## src/rtl/stopwatch_cu.sv

```systemverilog
// rtl/stopwatch_cu.sv - stopwatch control unit: button sync/edge detect and run/clear/lap FSM
module stopwatch_cu #(
  parameter int CLEAR_CYCLES = 4
) (
  input  logic       clk,
  input  logic       rst_n,
  input  logic       i_btn_run,
  input  logic       i_btn_clear,
  input  logic       i_btn_lap,
  output logic       o_run_stop,
  output logic       o_clear,
  output logic       o_lap_hold,
  output logic [1:0] o_state
);

  localparam int CNT_W = $clog2(CLEAR_CYCLES + 1);
  localparam logic [CNT_W-1:0] CNT_LAST = CNT_W'(CLEAR_CYCLES - 1);
  localparam logic [CNT_W-1:0] CNT_ONE  = CNT_W'(1);

  typedef enum logic [1:0] {
    ST_STOP  = 2'b00,
    ST_RUN   = 2'b01,
    ST_CLEAR = 2'b10,
    ST_LAP   = 2'b11
  } state_e;

  // Bit 0 = run, bit 1 = clear, bit 2 = lap.
  logic [2:0]       s1_q, s2_q, prev_q, press;
  state_e           state_q, state_d;
  logic [CNT_W-1:0] cnt_q, cnt_d;

  assign press = s2_q & ~prev_q;

  always_comb begin
    state_d = state_q;
    cnt_d   = cnt_q;
    case (state_q)
      ST_STOP: begin
        if (press[0]) begin
          state_d = ST_RUN;
        end else if (press[1]) begin
          state_d = ST_CLEAR;
          cnt_d   = '0;
        end
      end
      ST_RUN: begin
        if (press[0])      state_d = ST_STOP;
        else if (press[2]) state_d = ST_LAP;
      end
      ST_LAP: begin
        if (press[0])      state_d = ST_STOP;
        else if (press[2]) state_d = ST_RUN;
      end
      ST_CLEAR: begin
        // Presses are dropped here; prev_q still tracks so held buttons do not re-fire later.
        if (cnt_q == CNT_LAST) state_d = ST_STOP;
        else                   cnt_d   = cnt_q + CNT_ONE;
      end
      default: state_d = ST_STOP;
    endcase
  end

  always_ff @(posedge clk or negedge rst_n) begin
    if (!rst_n) begin
      s1_q       <= '0;
      s2_q       <= '0;
      prev_q     <= '0;
      state_q    <= ST_STOP;
      cnt_q      <= '0;
      o_run_stop <= 1'b0;
      o_clear    <= 1'b0;
      o_lap_hold <= 1'b0;
      o_state    <= 2'b00;
    end else begin
      s1_q       <= {i_btn_lap, i_btn_clear, i_btn_run};
      s2_q       <= s1_q;
      prev_q     <= s2_q;
      state_q    <= state_d;
      cnt_q      <= cnt_d;
      o_run_stop <= (state_d == ST_RUN) || (state_d == ST_LAP);
      o_clear    <= (state_d == ST_CLEAR);
      o_lap_hold <= (state_d == ST_LAP);
      o_state    <= state_d;
    end
  end

endmodule

```

## config.mk

```make
export PLATFORM = sky130hd
export DESIGN_NAME = stopwatch_cu
export DESIGN_NICKNAME = d
export VERILOG_FILES = /design/src/rtl/stopwatch_cu.sv
export SDC_FILE = /design/constraint.sdc
export NUM_CORES = 1
export LEC_CHECK = 0
export CAP_MARGIN = 20
export CORE_ASPECT_RATIO = 1.25
export CORE_UTILIZATION = 30
export CTS_CLUSTER_DIAMETER = 30
export DETAILED_ROUTE_END_ITERATION = 12
export PLACE_DENSITY_LB_ADDON = 0.25
export SYNTH_ARGS = -nofsm -noshare
export SYNTH_HDL_FRONTEND = slang
export SYNTH_SLANG_ARGS = --single-unit
```

## constraint.sdc

```tcl
create_clock -name clk -period 1.6 [get_ports clk]
set_input_delay 0.32 -clock clk [delete_from_list [all_inputs] [get_ports clk]]
set_output_delay 0.32 -clock clk [all_outputs]
set_load 0.01 [all_outputs]
```

==> flow_metrics.tcl <==
set metrics [dict create \
    cts_tree "done" \
    place_congestion 0.6272 \
    ys_ff_latch 16 \
    hold_path.class "in -> async" \
    synth-adder-area-share_pct 4.310 \
    r2r_setup_slack_ps 90 \
    ys_types 19 \
    yosys.area.top_type_share_pct 68.97 \
    switching_power_mw 0.3346 \
    root_buffer "clkbuf_4" \
    synth_most_common_cell "dfrtp_1" \
    clkPwrFrac_pct 21.9 \
    design_area_um2 729.5 \
    die_w_um 41.35 \
    rsz0062_at_grt "false" \
    tns_ps 0 \
    run_status "finished clean" \
    n_antenna_cell 0 \
    crit_top_cell "ha_1" \
    crit_chain "ha_1 -> ha_1 -> or3b_4 -> o31ai_4 -> mux2i_1" \
    cts_hold_buf 0 \
    setup_viol 0 \
    synth_cells 40 \
    slowest_delay_ps 420 \
    crit_family "simple AND/OR/NAND/NOR gates" \
    crit_type "reg -> reg" \
    place_ws_ps 26.75 \
    initial_core_util_pct 32.49 \
    fmaxAchievable_ghz 0.6616 \
    synth_ff_type "dfrtp_1" \
    total_power_mw 1.163 \
    drt-vias-per-instance 4.592 \
    synth_compound_area_share_pct 7.974 \
    cts_sinks 16 \
    antenna_found_initial 0 \
    cts_buffer_depth 2 \
    synth.net_count 47 \
    synthMuxAreaShare_pct 1.724 \
    firstDrtPassIters 1 \
    endpoint_kind "register" \
    period_share_pct 94.46 \
    fin_ws_ps 88.57 \
    peakVddDrop_uv 669.4 \
    die_h_um 51.19 \
    slowest_stage "or3b_4" \
    maxCapViolations 0 \
    hold_violations 0 \
    path_buf_inv 0 \
    synth_top_family_by_area "simple AND/OR/NAND/NOR gates" \
    place_area_um2 683.2 \
    syn_area_um2 580.6 \
    drive_gt1_share_pct 15.38 \
    p_int_mw 0.8281 \
    drv_slew 0 \
    drtAntennaViolNets 0 \
    grt_first_pass_wirelength_um 1242 \
    period_minus_slack_ps 1511 \
    tritoncts.num_buffers 3 \
    finClkSkew_ps 1.103 \
    grt_util_all_layers_pct 9.184 \
    nNetsFinal 60 \
    post-route-drc-count 0 \
    ys_top_cells_by_count "dfrtp_1, nand2_1" \
    clk_latency_ps 270 \
    core-area_um2 1787 \
    p_seq_share_pct 46.4 \
    ios 10 \
    required_ps 1760 \
    clkSlewWorstSetupHoldPaths_ps 90 \
    worst-path-max-fanout 6 \
    worstMarginPinSlew_ps 250.2 \
    io_buffers 9 \
    die_area_um2 2116 \
    slew_headroom_pct 83.19 \
    ys_seq_area_share_pct 68.97 \
    power_density_nw_per_um2 1594 \
    vias 326 \
    cp.arrival_ps 1670 \
    switching_share_pct 28.78 \
    synth-xor-area-share_pct 1.509 \
    utilization_pct 40.83 \
    placementRows 17 \
    wl_per_cell_um 10.08 \
    areaGrowthSynthToFinish_pct 25.65 \
    synth-edff-count 0 \
    async_reset_ff_share_pct 100.0 \
    synth_area_per_cell_um2 14.51 \
    yosysTopAreaCell "dfrtp_1" \
    crit_path_start_kind "register" \
    yosysWarnings 0 \
    yosys.area_share.simple_pct 10.99 \
    grt_max_degree 17 \
    yosys-top-cells-area "dfrtp_1, ha_1, o31ai_4" \
    overflow 0 \
    finalWirelength_um 716 \
    power.leakage_nw 0.3588 \
    grt_pass1_vias 311 \
    h-tree-depth 1 \
    pwr-share-comb_pct 31.6 \
    drtIter0Drc 0 \
]
==> metrics by stage <==
step           hold WS (ps)  instances
2_1_floorplan         24.41         40
3_3_place_gp          333.1         67
3_5_place_dp          337.1         67
4_1_cts               346.8         71
5_1_grt               362.0         71
6_report              347.5         71
==> path summary, 6_finish.rpt <==
path / startpoint / to / cells after the start
max: cnt_q[0] / cnt_q[0] / 5
min: rst_n / s1_q[2] / 2
max reg2reg: cnt_q[0] / cnt_q[0] / 5
min reg2reg: s1_q[0] / s2_q[0] / 0
max in group asynchronous: rst_n / o_clear / 2
min in group clk: s1_q[0] / s2_q[0] / 0
==> power by group through the flow <==
stage,logic [mW],registers [mW],clock network [mW]
2_1_floorplan,0.241,0.560,0
3_3_place_gp,0.363,0.553,0
3_5_place_dp,0.367,0.554,0
4_1_cts,0.368,0.545,0.268
5_1_grt,0.412,0.554,0.280
6_report,0.368,0.540,0.255
==> sequential cells by signal, summed over array words and instances (netlist names) <==
signal and cells:
cnt_q 3, o_clear 1, o_lap_hold 1, prev_q 3, s1_q 3, s2_q 3, state_q 2
==> metal layers <==
layer / global-route usage, % / wire length (µm) / vias to the layer above
met1: 12.07 / 334 / 161
met4: 6.452 / 0 / 0
li1: - / - / 156
met5: 0 / 0 / -
met2: 11.72 / 341 / 9
met3: 3.913 / 39 / 0
==> final cells by class <==
| cell class | instances | area, µm² |
|---|---|---|
| Clock buffer | 4 | 36.28 |
| Fill cell | 184 | 1057 |
| Inverter | 2 | 7.507 |
| Multi-Input combinational cell | 20 | 156.4 |
| Sequential cell | 16 | 400.4 |
| Tap cell | 19 | 23.77 |
| Timing Repair Buffer | 10 | 105.1 |
==> cell families after synthesis <==
| kind of cell | after synthesis |
|---|---|
| compound gates | 5 |
| xor+xnor | 1 |
| mux | 1 |
| simple gates | 11 |
| fa+ha+maj | 2 |
| flops | 16 |
| buf+inv | 4 |
==> worst reg2reg max path, stage by stage, from the launching register on <==
cell	delay, ps
dfrtp_1	400
ha_1	200
ha_1	190
or3b_4	420
o31ai_4	80
mux2i_1	100
==> cell usage in the layout (no fill, tap or decap) <==
cell type,instances
and2b_4,1
buf_4,1
clkbuf_4,3
clkbuf_8,1
clkdlybuf4s50_1,6
dfrtp_1,16
dlymetal6s2s_1,3
ha_1,2
inv_1,2
mux2i_1,1
nand2_1,3
nand2b_1,2
nor2_1,1
nor2b_1,1
nor3_1,1
o21ai_0,1
o21bai_1,1
o22ai_1,2
o31ai_4,1
or2_1,1
or3b_4,1
xnor2_1,1
==> repair_timing <==
| action | 4_1_cts | 5_1_grt |
|---|---|---|
| endpoints found under the setup margin | 0 | 6 |
| gates resized for setup | 0 | 4 |
| buffers inserted | 0 | 0 |
| hold endpoints to repair | 0 | 0 |
No activity file was read; power rests on OpenSTA's default activity.
